`src/rtl/if_id_reg.sv`:
```
// ---------------------------------------------------------------------------
// IfIdReg -- IF/ID pipeline register (module if_id_reg)
//
// Sits between the program-counter register and instruction memory on one
// side and the decode stage on the other. On every rising clock edge it
// captures the fetched instruction, the PC it came from, and PC+4. Decode
// then sees those values for the whole of the next cycle.
//
// The register can be held (stall), can load a bubble (flush), and always
// loads one bubble on the first edge after reset. Two saturating counters
// record how many real instructions and how many flush bubbles were loaded.
// They are used for bring-up debug.
//
// Parameters
//   WIDTH  address and instruction width
//   CNT_W  width of each performance counter
//   NOP    instruction word presented to decode for a bubble
//
// Ports
//   clk           system clock; the block samples on the rising edge
//   reset         synchronous, active-high reset
//   pc_in         current PC; the PC register updates it on the falling edge
//   instr_in      instruction memory read data for pc_in
//   stall         hazard unit request to hold the current contents
//   flush         branch/jump taken; discard the fetched instruction
//   pc_out        PC of the instruction in decode
//   pc_plus4_out  pc_out + 4 (modulo 2^WIDTH), held in its own register
//   instr_out     instruction in decode (NOP for a bubble)
//   valid_out     1 = real instruction, 0 = bubble
//   fetch_cnt     saturating count of real instructions loaded
//   bubble_cnt    saturating count of flush bubbles loaded
// ---------------------------------------------------------------------------
module if_id_reg #(
  parameter int                WIDTH = 32,
  parameter int                CNT_W = 16,
  parameter logic [WIDTH-1:0]  NOP   = '0
) (
  input  logic              clk,
  input  logic              reset,
  input  logic [WIDTH-1:0]  pc_in,
  input  logic [WIDTH-1:0]  instr_in,
  input  logic              stall,
  input  logic              flush,
  output logic [WIDTH-1:0]  pc_out,
  output logic [WIDTH-1:0]  pc_plus4_out,
  output logic [WIDTH-1:0]  instr_out,
  output logic              valid_out,
  output logic [CNT_W-1:0]  fetch_cnt,
  output logic [CNT_W-1:0]  bubble_cnt
);

  localparam logic [WIDTH-1:0] PC_STEP = WIDTH'(4);
  localparam logic [CNT_W-1:0] CNT_MAX = '1;
  localparam logic [CNT_W-1:0] CNT_ONE = CNT_W'(1);

  // This is the single action chosen for the current edge, after the
  // priority has been applied. Reset is not listed here because it is
  // handled directly in the register process.
  typedef enum logic [1:0] {
    ActLoad   = 2'd0,
    ActHold   = 2'd1,
    ActFirst  = 2'd2,
    ActFlush  = 2'd3
  } action_e;

  action_e          action;

  logic [WIDTH-1:0] pc_q,       pc_d;
  logic [WIDTH-1:0] pcPlus4_q,  pcPlus4_d;
  logic [WIDTH-1:0] instr_q,    instr_d;
  logic             valid_q,    valid_d;
  logic [CNT_W-1:0] fetchCnt_q, fetchCnt_d;
  logic [CNT_W-1:0] bubbleCnt_q, bubbleCnt_d;
  logic             first_q,    first_d;

  logic [WIDTH-1:0] pcPlus4In;

  // PC+4 is computed from the incoming PC. The sum wraps naturally at the
  // register width, so 32'hFFFF_FFFC produces 0.
  assign pcPlus4In = pc_in + PC_STEP;

  // The priority between the control inputs is flush, then the post-reset
  // bubble, then stall, then a normal load. A flush must win over a stall:
  // the fetched instruction is on the wrong path, so holding it would leave
  // a wrong-path instruction in decode.
  always_comb begin
    action = ActLoad;
    if (flush) begin
      action = ActFlush;
    end else if (first_q) begin
      action = ActFirst;
    end else if (stall) begin
      action = ActHold;
    end
  end

  // This process computes the next-state values from the chosen action.
  // The first edge after reset loads a bubble because the PC register has
  // not yet driven a defined PC. That bubble is deliberately left out of
  // bubble_cnt, so the counter only reflects flushes. first_q lasts for
  // exactly one edge, whichever action is taken on that edge.
  always_comb begin
    pc_d        = pc_q;
    pcPlus4_d   = pcPlus4_q;
    instr_d     = instr_q;
    valid_d     = valid_q;
    fetchCnt_d  = fetchCnt_q;
    bubbleCnt_d = bubbleCnt_q;
    first_d     = 1'b0;

    unique case (action)
      ActFlush: begin
        pc_d      = pc_in;
        pcPlus4_d = pcPlus4In;
        instr_d   = NOP;
        valid_d   = 1'b0;
        if (bubbleCnt_q != CNT_MAX) begin
          bubbleCnt_d = bubbleCnt_q + CNT_ONE;
        end
      end
      ActFirst: begin
        pc_d      = pc_in;
        pcPlus4_d = pcPlus4In;
        instr_d   = NOP;
        valid_d   = 1'b0;
      end
      ActHold: begin
        // Hold every output. The hazard unit freezes the PC upstream.
      end
      default: begin
        pc_d      = pc_in;
        pcPlus4_d = pcPlus4In;
        instr_d   = instr_in;
        valid_d   = 1'b1;
        if (fetchCnt_q != CNT_MAX) begin
          fetchCnt_d = fetchCnt_q + CNT_ONE;
        end
      end
    endcase
  end

  // State register with synchronous reset. Reset wins over every other
  // input. It leaves a bubble in decode and arms first_q, so a second
  // bubble follows on the first edge after reset is released.
  always_ff @(posedge clk) begin
    if (reset) begin
      pc_q        <= '0;
      pcPlus4_q   <= PC_STEP;
      instr_q     <= NOP;
      valid_q     <= 1'b0;
      fetchCnt_q  <= '0;
      bubbleCnt_q <= '0;
      first_q     <= 1'b1;
    end else begin
      pc_q        <= pc_d;
      pcPlus4_q   <= pcPlus4_d;
      instr_q     <= instr_d;
      valid_q     <= valid_d;
      fetchCnt_q  <= fetchCnt_d;
      bubbleCnt_q <= bubbleCnt_d;
      first_q     <= first_d;
    end
  end

  // Every output comes straight from a register, so no input has a
  // combinational path to an output.
  assign pc_out       = pc_q;
  assign pc_plus4_out = pcPlus4_q;
  assign instr_out    = instr_q;
  assign valid_out    = valid_q;
  assign fetch_cnt    = fetchCnt_q;
  assign bubble_cnt   = bubbleCnt_q;

endmodule

```
`config.mk`:
```
export PLATFORM = sky130hd
export DESIGN_NAME = if_id_reg
export DESIGN_NICKNAME = d
export VERILOG_FILES = /design/src/rtl/if_id_reg.sv
export SDC_FILE = /design/constraint.sdc
export NUM_CORES = 1
export LEC_CHECK = 0
export BUFFER_PORTS_ARGS = -buffer_cell sky130_fd_sc_hd__clkbuf_2
export CAP_MARGIN = 15
export CORE_UTILIZATION = 40
export DETAILED_ROUTE_END_ITERATION = 10
export MAX_ROUTING_LAYER = met4
export PLACE_DENSITY = 0.67
export SLEW_MARGIN = 15
export SYNTH_ARGS = -nofsm -noshare
export SYNTH_HDL_FRONTEND = slang
export SYNTH_SLANG_ARGS = --single-unit
```
`constraint.sdc`:
```
create_clock -name clk -period 3.2 [get_ports clk]
set_clock_uncertainty 0.2 [all_clocks]
set_input_delay 0.64 -clock clk [delete_from_list [all_inputs] [get_ports clk]]
set_output_delay 0.64 -clock clk [all_outputs]
set_load 0.03 [all_outputs]
```
==> results of run 1 <==
## sequential cells by signal (all words and copies together), names as in the netlist
register      count
bubble_cnt       16
fetch_cnt        16
first_q           1
instr_out        32
pc_out           32
pc_plus4_out     30
valid_out         1
## cells in the final DEF (no fill, tap or decap), types with 3 or more instances in the layout
cell / synthesis / final
and4_1: 6 / 6
a311oi_1: 14 / 14
nor4_1: 22 / 22
ha_1: 3 / 3
clkinvlp_4: 0 / 3
o31a_1: 3 / 3
dfxtp_1: 128 / 128
a31oi_1: 3 / 3
o21a_1: 3 / 3
and3_1: 3 / 3
clkinv_2: 0 / 4
clkbuf_2: 0 / 195
a22oi_1: 32 / 32
nand2_1: 92 / 92
nand4_1: 16 / 16
clkbuf_16: 0 / 17
nor2_1: 70 / 70
clkbuf_8: 0 / 3
o21ai_0: 17 / 17
xnor2_1: 7 / 7
xor2_1: 5 / 5
inv_1: 8 / 8
or3_1: 14 / 14
or4_1: 16 / 16
nor3_1: 13 / 12
or2_2: 3 / 3
nor4b_1: 3 / 3
a211oi_1: 12 / 12
nand3_1: 19 / 19
a21oi_1: 52 / 52
buf_4: 2 / 13
o31ai_1: 13 / 13
## cell type report
cell class / instances / area, µm² / area share [%]
clock buffer: 21 / 470 / 6.58
clock inverter: 10 / 111 / 1.56
inverter: 8 / 30.0 / 0.420
multi-input combinational: 468 / 2690 / 37.5
sequential: 128 / 2560 / 35.8
tap: 176 / 220 / 3.08
timing repair buffer: 208 / 1070 / 15.0
## kinds of logic (layout without fill, tap and decap cells)
family	after synthesis	in the layout	share of synthesized area (%)
flip-flops	128	128	46.9
XOR/XNOR	12	12	1.92
AO/OA/AOI/OAI	160	160	19.5
adder cells (fa/ha/maj)	3	3	0.687
multiplexers	4	4	0.778
buffers and inverters	57	247	4.21
AND/OR/NAND/NOR	289	289	26.1
## power by group through the flow
stage	combinational (W)	sequential, W	clock (W)
2_1_floorplan	0.000148	0.00185	0
6_report	0.000440	0.00170	0.00190
4_1_cts	0.000442	0.00170	0.00194
5_1_grt	0.000476	0.00170	0.00202
3_5_place_dp	0.000441	0.00173	0
3_3_place_gp	0.000435	0.00173	0
## worst min path at each step
stage	end	slack, ns	from
2_1_floorplan	valid_out	0.26	first_q
3_3_place_gp	pc_out[15]	0.24	pc_out[15]
3_5_place_dp	pc_out[4]	0.25	pc_out[4]
4_1_cts	instr_out[17]	0.24	instr_in[17]
5_1_grt	pc_out[0]	0.26	pc_in[0]
6_report	pc_out[4]	0.25	pc_out[4]
## layer usage
layer	wire length, µm	vias to the layer above	track usage [%]
li1	-	2763	-
met1	7100	2661	29.6
met2	7280	215	35.5
met3	928	24	6.08
met4	252	0	7.83
met5	0	-	-
## worst max-delay path, cell delays in order
cell	delay (ns)
clkbuf_2	0.13
ha_1	0.20
nand3_1	0.16
or3_1	0.53
or4_1	0.50
a311oi_1	0.25
## per-stage QoR
step                std cells  setup slack, ns
finish                   1019            0.903
global route             1019            0.660
CTS                      1019            0.928
detailed placement        988            0.493
global placement          988            0.526
floorplan                 653            0.677
==> qor.csv, run 1 <==
stage;metric;value;unit
global_route;track_usage;23.2;%
floorplan;initial_core_util;41.1;%
critical_path;cp-end-kind;register;
yosys;synth_seq_cells;128;
floorplan;die_x;119;µm
floorplan;ios;197;
place;portBuffers;196;
route;routed_wl;15600;µm
clock_network;cts_root_buf;clkbuf_16;
place;dp_hpwl;11200;µm
power_and_ir_drop;power_switching_share;25.9;%
finish;n_fill_cell;1267;
power_and_ir_drop;power_frac_seq;42.1;%
clock_network;cts_tree;built;
route;drtAntennaViolNets;0;
route;drc;0;
global_route;antenna_found_initial;0;
critical_path;worst_ep_required_time;3.32;ns
global_route;grt_pass1_vias;5197;
route;firstDrtPassIters;5;
yosys;netlist_instances;653;
status;outcome;completed;
place;globalplace.congestion;0.895;
critical_path;r2r_end;bubble_cnt[7];
finish;utilization;53.8;%
finish;syn_to_final_growth;30.8;%
yosys;yosysWarnings;0;
floorplan;die_height;119;µm
clock_network;cts.sinks;128;
critical_path;r2r_start;bubble_cnt[2];
timing;relSlewSlack;34.3;%
floorplan;row_count;42;
finish;n_antenna_cell;0;
yosys;synthTopCellsByArea;dfxtp_1 (47%), nand2_1 (6.3%), nor2_1 (4.8%);
finish;drive_gt1_share;29.9;%
clock_network;cts.clk_slew.worst_paths;0.05;ns
clock_network;cts_resized;0;
power_and_ir_drop;ir_worst_vdd;397;µV
clock_network;post-cts-setup-buffers;0;
yosys;netlist.area_leader.share;46.9;%
yosys;synth_edf_count;0;
critical_path;crit_path_start_kind;input port;
yosys;avgSynthCellArea;8.37;µm²
yosys;ys_seq_area_share;46.9;%
timing;setup_viol;0;
global_route;grt_pass1_wl;25400;µm
yosys;synth.most_common_cell;dfxtp_1;
route;routed_via_density;5.56;
flow_run;maxCapViolCount;0;
worst_hold_path;hold_depth;2;
timing;finalCritPeriodShare;71.8;%
timing;whs;0.254;ns
clock_network;hold_buffers;0;
critical_path;endpoint;pc_plus4_out[20];
critical_path;r2r_cells;4;
floorplan;core;13300;µm²
route;drtIter0Drc;415;
route;vias;5663;
yosys;async_flop_share;0;%
critical_path;arrival;2.41;ns
critical_path;path_class;in2reg;
global_route;grt-ovfl-total;0;
power_and_ir_drop;intPower;0.00299;W
route;wl_per_cell;15.3;µm
timing;final_hold_viol_count;0;
finish;final_area;7150;µm²
place;placed_cell_area;6570;µm²
worst_hold_path;hold_path_class;reg2reg;
clock_network;cts_buffer_depth;2;
power_and_ir_drop;p_comb_share;10.9;%
critical_path;critPathMaxFanout;9;
yosys;ys_top_cells_by_count;dfxtp_1 (128), nand2_1 (92), nor2_1 (70), a21oi_1 (52), clkbuf_1 (38);
power_and_ir_drop;powerDensity;564;nW/µm²
yosys;yosysUniqueCellTypes;52;
power_and_ir_drop;p_leak;3.00;nW
timing;rsz0062_at_grt;false;
timing;setup_tns;0;ns
timing;min_period;2.30;ns
yosys;yosysTopAreaCell;dfxtp_1;
yosys;synth_nets;724;
timing;worst_slew_pin_slew;0.977;ns
yosys;syn_area;5470;µm²
floorplan;dieArea;14100;µm²
timing;fmax;0.435;GHz
clock_network;cts_buffers;17;
timing;maxSlewViolCount;0;
power_and_ir_drop;power.total;0.00404;W
power_and_ir_drop;p_switching;0.00105;W
global_route;grt_max_degree;67;
critical_path;rrSetupSlack;0.92;ns
clock_network;htreeDepth;4;
yosys;synth_ff_type;dfxtp_1;
clock_network;clock_latency;0.41;ns
power_and_ir_drop;clock_power_share;47.0;%
critical_path;startpoint;pc_in[2];
finish;fin_nets;902;
(Power assumes the default switching activity.)
==> run 2: changes to the inputs <==
PLACE_DENSITY = 0.69   (was 0.67)
clock period = 2.01 ns   (was 3.2 ns; I/O delays follow)
==> run 2 against run 1 <==
The run now ends with setup timing left; power is 55% higher; highest routed layer unchanged; cell area increased by 11%; largest power group unchanged; clock-buffer cell count increased by 4; largest cell class unchanged.
==> qor.csv, run 2 (same netlist as run 1, synthesis figures left out) <==
stage;metric;value;unit;change
status;outcome;complete, but fails checks;;
status;violations;setup timing;;
floorplan;die_height;119;µm;unchanged
critical_path;path_class;reg2reg;;
timing;setup_viol;2;;+2
floorplan;dieArea;14100;µm²;unchanged
route;drtAntennaViolNets;0;;unchanged
flow_run;maxCapViolCount;0;;unchanged
floorplan;row_count;42;;unchanged
timing;setup_ws;-0.0932;ns;-0.996 ns
worst_hold_path;hp-start;instr_in[20];;
finish;fin_nets;990;;+9.8%
timing;rsz0062_at_grt;true;;
power_and_ir_drop;intPower;0.00461;W;+54%
clock_network;htreeDepth;4;;unchanged
critical_path;cp_slowest_cell;or4b_4;;
timing;maxSlewViolCount;0;;unchanged
critical_path;rrSetupSlack;-0.09;ns;-1.01 ns
global_route;grt_pass1_wl;25800;µm;+1.6%
timing;worst_slew_pin_slew;0.534;ns;-0.443 ns
finish;register_area;2590;µm²;+1.1%
global_route;track_usage;23.7;%;+0.48 points
route;wl_per_cell;14.6;µm;-4.0%
power_and_ir_drop;power.total;0.00624;W;+55%
place;portBuffers;196;;unchanged
floorplan;die_x;119;µm;unchanged
power_and_ir_drop;power_frac_seq;43.2;%;+1.1 points
floorplan;core;13300;µm²;unchanged
finish;final_cell_mix;clkbuf_2 (195), dfxtp_1 (114), buf_4 (96);;
power_and_ir_drop;clock_power_share;44.2;%;-2.8 points
clock_network;cts_root_buf;clkbuf_16;;
global_route;antenna_found_initial;0;;unchanged
timing;relSlewSlack;64.1;%;+30 points
power_and_ir_drop;power_switching_share;26.2;%;+0.34 points
finish;final_common_cell;clkbuf_2;;
critical_path;r2r_start;first_q;;
critical_path;crit_path_start_kind;register;;
timing;finalCritPeriodShare;105;%;
place;globalplace.congestion;0.865;;-3.4%
critical_path;cp-end-kind;register;;
place;dp_hpwl;11800;µm;+6.2%
clock_network;cts.clk_slew.worst_paths;0.06;ns;about the same
critical_path;path_cells;or3_4 -> or4b_4 -> or4_4 -> a21oi_2;;
power_and_ir_drop;p_leak;3.43;nW;+14%
power_and_ir_drop;ir_worst_vdd;523;µV;+32%
clock_network;cts_buffers;17;;unchanged
route;vias;5857;;+3.4%
finish;multi_input_area;2760;µm²;+2.8%
clock_network;clock_latency;0.41;ns;about the same
global_route;grt-ovfl-total;0;;unchanged
critical_path;critPathMaxFanout;5;;-4
power_and_ir_drop;p_switching;0.00164;W;+57%
finish;final_area;7910;µm²;+11%
power_and_ir_drop;p_comb_share;12.7;%;+1.8 points
route;firstDrtPassIters;4;;-1
finish;n_antenna_cell;0;;unchanged
timing;min_period;2.10;ns;
finish;drive_gt1_share;38.7;%;+8.8 points
global_route;grt_pass1_vias;5272;;+1.4%
route;drtIter0Drc;378;;-8.9%
global_route;grt_max_degree;68;;+1.5%
place;placed_cell_area;7320;µm²;+11%
worst_hold_path;hold_path_end;instr_out[20];;
clock_network;cts_tree;built;;
worst_hold_path;hold_path_class;in2reg;;
critical_path;r2r_cells;4;;unchanged
finish;syn_to_final_growth;44.6;%;
worst_hold_path;hold_depth;3;;+1
clock_network;cts.sinks;128;;unchanged
route;routed_wl;16200;µm;+4.2%
timing;fmax;0.475;GHz;
critical_path;max_stage_delay;0.53;ns;about the same
clock_network;cts_buffer_depth;2;;unchanged
power_and_ir_drop;powerDensity;790;nW/µm²;+40%
finish;n_fill_cell;1227;;-3.2%
route;routed_via_density;5.29;;-4.8%
timing;final_hold_viol_count;0;;unchanged
critical_path;worst_ep_required_time;2.15;ns;-1.17 ns
floorplan;initial_core_util;41.1;%;unchanged
route;drc;0;;unchanged
critical_path;r2r_end;fetch_cnt[13];;
floorplan;ios;197;;unchanged
critical_path;arrival;2.24;ns;-0.17 ns
==> run 2: how the worst max path moves through the flow <==
stage | start | endpoint | slack (ns) | depth (start not counted)
floorplan | flush | fetch_cnt[13] | -0.20 | 5
global placement | stall | fetch_cnt[13] | -0.28 | 5
detailed placement | stall | fetch_cnt[13] | -0.30 | 5
CTS | first_q | fetch_cnt[13] | -0.08 | 4
global route | first_q | fetch_cnt[13] | -0.16 | 5
finish | first_q | fetch_cnt[13] | -0.09 | 4
==> run 2: routing by layer <==
metal | wire length (µm) | up-vias | track usage [%]
met2 | 7250 | 204 | 35.9
met3 | 886 | 19 | 4.74
met4 | 299 | 0 | 9.26
li1 | - | 2933 | -
met5 | 0 | - | -
met1 | 7780 | 2701 | 31.0
==> run 2: power groups by stage <==
stage / Clock [W] / Combinational, W / Sequential, W
final: 0.00276 / 0.000793 / 0.00269
after CTS: 0.00282 / 0.000794 / 0.00269
after floorplan: 0 / 0.000238 / 0.00294
after global routing: 0.00292 / 0.000854 / 0.00270
after global placement: 0 / 0.000786 / 0.00274
after detailed placement: 0 / 0.000790 / 0.00275
==> run 2: area by class of cell <==
| cell class | instances | area share, % |
|---|---|---|
| clock inverter | 6 | 0.411 |
| tap | 176 | 2.79 |
| timing repair buffer | 296 | 22.5 |
| clock buffer | 25 | 6.27 |
| sequential | 128 | 32.8 |
| multi-input combinational | 468 | 34.9 |
| inverter | 8 | 0.380 |
==> run 2: worst max-delay path, delay by kind of cell (launching register included) <==
kind	cells	cell delay, ns
flip-flops	1	0.32
AND/OR/NAND/NOR	3	1.39
AO/OA/AOI/OAI	1	0.13
==> run 2: metrics by stage <==
| stage | instances | TNS (ns) | utilization, % | hold WS, ns | setup slack, ns |
|---|---|---|---|---|---|
| floorplan | 653 | -0.847 | - | 0.230 | -0.202 |
| global placement | 1074 | -7.41 | 55.0 | 0.239 | -0.284 |
| detailed placement | 1074 | -8.25 | 55.0 | 0.245 | -0.295 |
| CTS | 1107 | -0.161 | 59.2 | 0.00829 | -0.0830 |
| global route | 1107 | -0.429 | 59.5 | 0.0141 | -0.162 |
| finish | 1107 | -0.135 | 59.5 | 0.0266 | -0.0932 |
==> run 2: repair_timing <==
action / 4_1_cts / 5_1_grt
pin swaps: 1 / 0
setup endpoints to repair: 3 / 45
gates resized for setup: 1 / 10
setup buffers: 1 / 0
hold buffers: 1 / 0
endpoints found under the hold margin: 1 / 0
